**src/rtl/pu_riscv_divider_radix.sv**
```systemverilog
// Multi-bit-per-cycle restoring divider for the RISC-V M extension (DIV/DIVU/REM/REMU + W forms).
// Includes a dividend leading-zero skip, a quotient/remainder pairing cache and a pipeline flush.
module pu_riscv_divider_radix #(
    parameter int XLEN       = 64,
    parameter int ILEN       = 64,
    parameter int RADIX_BITS = 2,
    parameter int EARLY_OUT  = 1,
    parameter int CACHE_EN   = 1
) (
    input  logic            clk,
    input  logic            rst,
    input  logic            ex_stall,
    input  logic            flush,
    output logic            div_stall,
    input  logic            id_bubble,
    input  logic [ILEN-1:0] id_instr,
    input  logic [XLEN-1:0] opA,
    input  logic [XLEN-1:0] opB,
    input  logic [1:0]      st_xlen,
    output logic            div_bubble,
    output logic [XLEN-1:0] div_r
);
    localparam logic [6:0] OPC_OP    = 7'b0110011;
    localparam logic [6:0] OPC_OP32  = 7'b0111011;
    localparam logic [6:0] F7_MULDIV = 7'b0000001;
    localparam logic [1:0] RV32I     = 2'b01;
    localparam int         RB_LOG    = $clog2(RADIX_BITS);

    typedef enum logic [1:0] {S_IDLE, S_DIV, S_RES} state_t;

    function automatic logic [XLEN-1:0] sext32(input logic [XLEN-1:0] v);
        logic [XLEN-1:0] o;
        o = v;
        for (int i = 32; i < XLEN; i++) o[i] = v[31];
        return o;
    endfunction

    function automatic logic [XLEN-1:0] zext32(input logic [XLEN-1:0] v);
        logic [XLEN-1:0] o;
        o = v;
        for (int i = 32; i < XLEN; i++) o[i] = 1'b0;
        return o;
    endfunction

    state_t          state_q, state_d;
    logic            bubble_q;
    logic [XLEN-1:0] div_r_q;
    logic [XLEN-1:0] a_q, r_q, q_q, b_q, key_a_q, key_b_q;
    logic [7:0]      cnt_q;
    logic            neg_q_q, neg_r_q, rem_q, word_q, sgn_q;
    logic            cache_vld_q, cache_sgn_q, cache_word_q, cache_rem_q;
    logic [XLEN-1:0] cache_a_q, cache_b_q, cache_q_q, cache_r_q;

    logic            is_word, is_sgn, is_rem, dec_hit, accept;
    logic [XLEN-1:0] a_ext, b_ext, a_abs, b_abs, a_al, key_a, key_b, min_val;
    logic            sign_a, sign_b, ovf, cache_hit, imm_hit, lz_found;
    logic [XLEN-1:0] imm_res, q_fix, r_fix;
    logic [7:0]      lz, s_amt, w_bits, iters;

    // Decode: word forms exist only on a 64-bit datapath outside RV32I mode
    assign is_word = (id_instr[6:0] == OPC_OP32);
    assign is_sgn  = ~id_instr[12];
    assign is_rem  = id_instr[13];
    assign dec_hit = (id_instr[31:25] == F7_MULDIV) && id_instr[14] &&
                     ((id_instr[6:0] == OPC_OP) ||
                      (is_word && (XLEN > 32) && (st_xlen != RV32I)));
    assign accept  = (state_q == S_IDLE) && !ex_stall && !id_bubble && dec_hit && !flush;

    assign a_ext   = is_word ? sext32(opA) : opA;
    assign b_ext   = is_word ? sext32(opB) : opB;
    assign sign_a  = is_sgn & a_ext[XLEN-1];
    assign sign_b  = is_sgn & b_ext[XLEN-1];
    assign a_abs   = is_word ? zext32(sign_a ? -a_ext : a_ext) : (sign_a ? -a_ext : a_ext);
    assign b_abs   = is_word ? zext32(sign_b ? -b_ext : b_ext) : (sign_b ? -b_ext : b_ext);
    assign a_al    = is_word ? (a_abs << (XLEN-32)) : a_abs;
    assign key_a   = is_word ? zext32(opA) : opA;
    assign key_b   = is_word ? zext32(opB) : opB;
    assign min_val = is_word ? sext32(XLEN'(32'h8000_0000)) : (XLEN'(1) << (XLEN-1));
    assign ovf     = is_sgn && (a_ext == min_val) && (b_ext == '1);

    assign cache_hit = (CACHE_EN != 0) && cache_vld_q && (cache_a_q == key_a) &&
                       (cache_b_q == key_b) && (cache_sgn_q == is_sgn) &&
                       (cache_word_q == is_word) && (cache_rem_q != is_rem);

    always_comb begin
        lz       = '0;
        lz_found = 1'b0;
        for (int i = XLEN-1; i >= 0; i--) begin
            if (!lz_found) begin
                if (a_al[i]) lz_found = 1'b1;
                else         lz = lz + 8'd1;
            end
        end
    end

    assign s_amt  = (EARLY_OUT != 0) ? ((lz >> RB_LOG) << RB_LOG) : 8'd0;
    assign w_bits = is_word ? 8'd32 : 8'(XLEN);
    assign iters  = (w_bits - s_amt) >> RB_LOG;

    always_comb begin
        imm_hit = 1'b1;
        imm_res = '0;
        if (b_ext == '0)                          imm_res = is_rem ? a_ext : '1;
        else if (ovf)                             imm_res = is_rem ? '0 : a_ext;
        else if ((EARLY_OUT != 0) && a_ext == '0) imm_res = '0;
        else if (cache_hit)                       imm_res = is_rem ? cache_r_q : cache_q_q;
        else                                      imm_hit = 1'b0;
    end

    // One restoring step per stage; the dividend MSB is always at XLEN-1
    logic [XLEN-1:0] st_a [RADIX_BITS+1];
    logic [XLEN-1:0] st_r [RADIX_BITS+1];
    logic [XLEN-1:0] st_q [RADIX_BITS+1];
    assign st_a[0] = a_q;
    assign st_r[0] = r_q;
    assign st_q[0] = q_q;
    genvar gi;
    generate
        for (gi = 0; gi < RADIX_BITS; gi++) begin : g_step
            logic [XLEN:0] sh_r, diff;
            assign sh_r         = {st_r[gi], st_a[gi][XLEN-1]};
            assign diff         = sh_r - {1'b0, b_q};
            assign st_r[gi+1]   = diff[XLEN] ? sh_r[XLEN-1:0] : diff[XLEN-1:0];
            assign st_a[gi+1]   = {st_a[gi][XLEN-2:0], 1'b0};
            assign st_q[gi+1]   = {st_q[gi][XLEN-2:0], ~diff[XLEN]};
        end
    endgenerate

    assign q_fix = word_q ? sext32(neg_q_q ? -q_q : q_q) : (neg_q_q ? -q_q : q_q);
    assign r_fix = word_q ? sext32(neg_r_q ? -r_q : r_q) : (neg_r_q ? -r_q : r_q);

    always_ff @(posedge clk) begin
        if (rst) state_q <= S_IDLE;
        else     state_q <= state_d;
    end

    always_comb begin
        state_d = state_q;
        case (state_q)
            S_IDLE:  if (accept && !imm_hit) state_d = S_DIV;
            S_DIV:   if (flush) state_d = S_IDLE;
                     else if (cnt_q == 8'd0) state_d = S_RES;
            S_RES:   state_d = S_IDLE;
            default: state_d = S_IDLE;
        endcase
    end

    always_comb begin
        div_stall = (state_q != S_IDLE);
    end

    assign div_bubble = bubble_q;
    assign div_r      = div_r_q;

    always_ff @(posedge clk) begin
        if (rst) begin
            bubble_q    <= 1'b1;
            div_r_q     <= '0;
            cache_vld_q <= 1'b0;
            cnt_q       <= '0;
        end else begin
            bubble_q <= 1'b1;
            case (state_q)
                S_IDLE: if (accept) begin
                    if (imm_hit) begin
                        bubble_q <= 1'b0;
                        div_r_q  <= imm_res;
                    end else begin
                        a_q     <= a_al << s_amt;
                        b_q     <= b_abs;
                        r_q     <= '0;
                        q_q     <= '0;
                        cnt_q   <= iters - 8'd1;
                        neg_q_q <= sign_a ^ sign_b;
                        neg_r_q <= sign_a;
                        rem_q   <= is_rem;
                        word_q  <= is_word;
                        sgn_q   <= is_sgn;
                        key_a_q <= key_a;
                        key_b_q <= key_b;
                    end
                end
                S_DIV: begin
                    a_q   <= st_a[RADIX_BITS];
                    r_q   <= st_r[RADIX_BITS];
                    q_q   <= st_q[RADIX_BITS];
                    cnt_q <= cnt_q - 8'd1;
                end
                S_RES: if (!flush) begin
                    bubble_q     <= 1'b0;
                    div_r_q      <= rem_q ? r_fix : q_fix;
                    cache_vld_q  <= (CACHE_EN != 0);
                    cache_a_q    <= key_a_q;
                    cache_b_q    <= key_b_q;
                    cache_sgn_q  <= sgn_q;
                    cache_word_q <= word_q;
                    cache_rem_q  <= rem_q;
                    cache_q_q    <= q_fix;
                    cache_r_q    <= r_fix;
                end
                default: ;
            endcase
        end
    end

    logic unused_instr;
    generate
        if (ILEN > 32) begin : g_wide
            assign unused_instr = ^{id_instr[ILEN-1:32], id_instr[24:15], id_instr[11:7]};
        end else begin : g_narrow
            assign unused_instr = ^{id_instr[24:15], id_instr[11:7]};
        end
    endgenerate
endmodule
```
**config.mk**
```make
export PLATFORM = sky130hd
export DESIGN_NAME = pu_riscv_divider_radix
export DESIGN_NICKNAME = d
export VERILOG_FILES = /design/src/rtl/pu_riscv_divider_radix.sv
export SDC_FILE = /design/constraint.sdc
export NUM_CORES = 2
export LEC_CHECK = 0
export CORE_ASPECT_RATIO = 1.5
export CORE_UTILIZATION = 41
export CTS_CLUSTER_DIAMETER = 200
export CTS_CLUSTER_SIZE = 10
export DETAILED_ROUTE_END_ITERATION = 7
export MAX_ROUTING_LAYER = met4
export PLACE_DENSITY = 0.56
export SYNTH_ARGS = -nofsm -noshare
export SYNTH_HDL_FRONTEND = slang
export SYNTH_SLANG_ARGS = --single-unit
```
**constraint.sdc**
```tcl
create_clock -name clk -period 44.5 [get_ports clk]
set_input_delay 11.125 -clock clk [delete_from_list [all_inputs] [get_ports clk]]
set_output_delay 11.125 -clock clk [all_outputs]
set_load 0.02 [all_outputs]
```
==> impl_metrics.csv <==
group,metric,value,unit
cts,cts_root_buf,"clkbuf_16",
global_route,grt_max_degree,154,
drt,wl_met2,105,mm
worst_setup_path,reg2reg_from,"a_q[63]$_DFFE_PP_",
logic_synthesis,yosysUniqueCellTypes,112,
sta,fmax,23.6,MHz
sta,tightest_slew,1350,ps
sta,fin_crit,42420,ps
logic_synthesis,ys_top_cells_by_area,"edfxtp_1 35%, xnor2_1 5.9%, nand2_1 4.8%, nor2_1 4.4%, ha_1 4.4%",
logic_synthesis,synth_top_area_share,34.6,%
drt,drtIter0Drc,4310,
placement,place_area,0.0607,sq mm
cts,postCtsHoldBufs,0,
floorplanning,io_pins,265,
cells_and_area,area_growth,12.4,%
logic_synthesis,synth_area_leader_cell,"edfxtp_1",
worst_setup_path,end_kind,"flip-flop",
floorplanning,dieArea,0.139,sq mm
worst_setup_path,critical-path-max-stage-delay,820,ps
cells_and_area,nets,6944,
logic_synthesis,synth_mux_area_share,3.90,%
drt,top_layer,"met4",
cts,cts.path.max_buffers,3,
drt,drc,4,
logic_synthesis,ys_async_sr_fraction,0,%
floorplanning,die_h,455,um
logic_synthesis,synth_compound_area_share,18.4,%
floorplanning,die_w,304,um
cts,cts_tree,"done",
sta,holdWs,406,ps
placement,place.gp.congestion,1.06,
power,total_power,1.70,mW
cells_and_area,design_area,0.0632,sq mm
logic_synthesis,syn_inst,6428,
drt,wl_met3,12.3,mm
cts,clk_latency,700,ps
floorplanning,core,0.136,sq mm
logic_synthesis,synth_seq_cells,723,
drt,drtAntennaViolNets,0,
hold_path,hp-class,"reg2reg",
sta,setup_viol,0,
logic_synthesis,yosysSeqAreaShare,37.3,%
logic_synthesis,synth_edf_count,647,
worst_setup_path,arrival,42820,ps
outcome,status,"finished, violations left",
logic_synthesis,netlist_area,0.0562,sq mm
placement,dp_hpwl,166,mm
logic_synthesis,synth_top_family_by_area,"simple AND/OR/NAND/NOR gates",
power,leakage,23.1,nW
placement,io_buffers,217,
sta,fin_worst_skew,29.2,ps
drt,routed_via_density,6.09,
cts,h-tree-depth,3,
worst_setup_path,startpoint_type,"input pin",
cts,clkSinkCount,723,
logic_synthesis,synth_fa_ha_area_share,4.55,%
logic_synthesis,ys.flop_type,"edfxtp_1",
global_route,grt_pass1_vias,48978,
worst_setup_path,crit_top_cell,"ha_1",
worst_setup_path,worstSetupPathType,"in2reg",
cts,post_cts_buffers,0,
worst_setup_path,worstRegToRegCells,83,
sta,slew-limit-headroom,9.77,%
cells_and_area,finalNonFillerCells,8372,
worst_setup_path,path_delay_family,"compound AO/OA/AOI/OAI gates",
sta,finalSetupTns,0,ps
flow_run,max-cap-violations,0,
sta,slew_viol_final,0,
worst_setup_path,regToRegSetupSlack,24310,ps
drt,routed_wl,216,mm
worst_setup_path,crit_slowest_cell,"nor4_2",
drt,wl_met1,86.0,mm
cells_and_area,drive_gt1_share,7.24,%
cells_and_area,filler_cell_count,13193,
worst_setup_path,path_max_fanout,38,
sta,fin_ws,2080,ps
worst_setup_path,reg2reg_to,"r_q[6]$_SDFFCE_PN0P_",
logic_synthesis,synth-xor-area-share,10.9,%
logic_synthesis,syn_nets,6826,
logic_synthesis,synth.avg_cell_area,8.74,sq um
placement,pre_cts_ws,562,ps
global_route,antenna_found_initial,13,
worst_setup_path,worstPathBufferInverterCount,6,
hold_path,hold_depth,0,
cts,cts_made_buffers,82,
sta,finalHoldViolations,0,
global_route,grt_pass1_wl,318,mm
logic_synthesis,yosys_warnings,0,
power,powerDensity,26.9,mW/mm^2
cts,clkSlewWorstSetupHoldPaths,70,ps
global_route,grtUsageTotal,31.3,%
worst_setup_path,crit_required,44910,ps
cells_and_area,final_util,46.4,%
logic_synthesis,synth-simple-area-share,20.8,%
floorplanning,initial_core_util,41.3,%
drt,route.vias.total,50951,
hold_path,hold_start,"key_a_q[18]$_DFFE_PP_",
global_route,overflow,0,
drt,first_pass_iters,7,
power,peakVddDrop,0.0276,mV
placement,placed_cells,8226,
floorplanning,rows,166,
sta,fin_crit_sh,95.3,%
hold_path,hold_path_end,"cache_a_q[18]$_DFFE_PP_",
outcome,violations,"design-rule violations",
drt,wl_per_cell,25.8,um
[worst reg2reg max path: cells and delay by family, from the launching register on]
family                     cells  cell delay (ps)
xor gates and xnor gates       2              460
AOI/OAI and AO/OA             61            14210
and+or+nand+nor               11             1780
buffers and inverters          6             1920
adders and majority gates      3             1050
DFF                            1              450
[cells in the mapped netlist (30+ instances only)]
| cell type | count |
|---|---|
| a21o_1 | 47 |
| or3_1 | 96 |
| a311oi_1 | 30 |
| or4_1 | 37 |
| xnor2_1 | 380 |
| o21a_1 | 55 |
| a21boi_0 | 36 |
| and3_1 | 48 |
| nor4_1 | 69 |
| o21ai_0 | 437 |
| nand2_1 | 724 |
| a21oi_1 | 414 |
| o211ai_1 | 56 |
| a31oi_1 | 62 |
| o41ai_1 | 37 |
| or2_2 | 38 |
| ha_1 | 197 |
| nand3_1 | 197 |
| mux2i_1 | 122 |
| xor2_1 | 203 |
| nand4_1 | 78 |
| inv_1 | 269 |
| nand2b_1 | 49 |
| mux2_2 | 79 |
| dfxtp_1 | 76 |
| edfxtp_1 | 647 |
| and2_1 | 134 |
| nor2_1 | 662 |
| a211oi_1 | 110 |
| clkbuf_1 | 294 |
| o31ai_1 | 62 |
| nor3_1 | 175 |
[placed cells by master (no fill, tap or decap), drive strengths merged, types with 39 or more instances in the layout]
cell           synthesis  routed
a21oi                414     414
nand3                199     199
xor2                 208     208
nand2b                49      49
clkdlybuf4s50          0     212
buf                   41     154
o211ai                56      56
edfxtp               647     647
and3                  48      48
a31oi                 63      63
o31ai                 65      65
nor2                 662     662
and2                 136     136
nand4                 79      79
dfxtp                 76      76
mux2                  80      80
mux2i                125     125
nand2                724     724
clkbuf               294     129
ha                   197     197
a211oi               111     111
o21a                  55      55
inv                  273     277
nor3                 181     181
xnor2                390     390
or3                   96      96
a21o                  47      47
nor4                  76      76
or2                   39      39
o21ai                446     446
or4                   39      39
[power breakdown]
part | leakage (nW) | switching [mW] | internal [mW] | total (mW)
clock network | 1.13 | 0.289 | 0.348 | 0.638
logic | 15.4 | 0.214 | 0.113 | 0.328
registers | 6.64 | 0.000000845 | 0.737 | 0.737
total | 23.1 | 0.504 | 1.20 | 1.70
[state kept, by name (all words and copies together) (netlist names), 2 cells and up]
register and flops:
a_q 64, b_q 64, cache_a_q 64, cache_b_q 64
cache_q_q 64, cache_r_q 64, div_r 64, key_a_q 64
q_q 64, r_q 64, key_b_q 63, cnt_q 8
state_q 2
[routing by layer]
metal  global-route usage, %  up-vias
li1                        -    23752
met2                    52.1     1825
met3                    3.70      419
met5                       -        -
met4                    16.2        0
met1                    37.0    24955
[worst max-delay path by stage]
stage | startpoint | end | slack (ps) | cells after the start
finish | opA[27] | a_q[58]$_DFFE_PP_ | 2080 | 150
global route | opA[17] | cnt_q[6]$_SDFFE_PP0P_ | -30 | 153
CTS | opA[27] | a_q[20]$_DFFE_PP_ | 1200 | 146
detailed placement | opA[27] | a_q[20]$_DFFE_PP_ | 560 | 146
global placement | opA[27] | a_q[20]$_DFFE_PP_ | 750 | 146
floorplan | id_instr[0] | cnt_q[6]$_SDFFE_PP0P_ | 6000 | 156
[logic make-up (layout without fill, tap and decap cells)]
group / after synthesis / in the layout
AND/OR/NAND/NOR: 2439 / 2439
AO/OA/AOI/OAI: 1619 / 1619
other: 0 / 10
XOR/XNOR: 630 / 630
flip-flops: 723 / 723
buffers and inverters: 608 / 778
adder cells (fa/ha/maj): 204 / 204
multiplexers: 205 / 205
[what timing repair did]
| item | in CTS | in global routing |
|---|---|---|
| endpoints found under the hold margin | 0 | 0 |
| resized for setup | 0 | 19 |
| endpoints found under the setup margin | 0 | 71 |
[final cells by class]
type,instances,area (sq um),share of cell area (%)
diodes,10,25.0,0.0396
clock buffers,129,2250,3.56
clock inverters,7,124,0.196
inverters,273,1030,1.63
multi-input cells,5097,33200,52.6
flip-flops and latches,723,21000,33.2
well taps,1764,2210,3.49
repair buffers,369,3370,5.34
(Power assumes the default switching activity.)
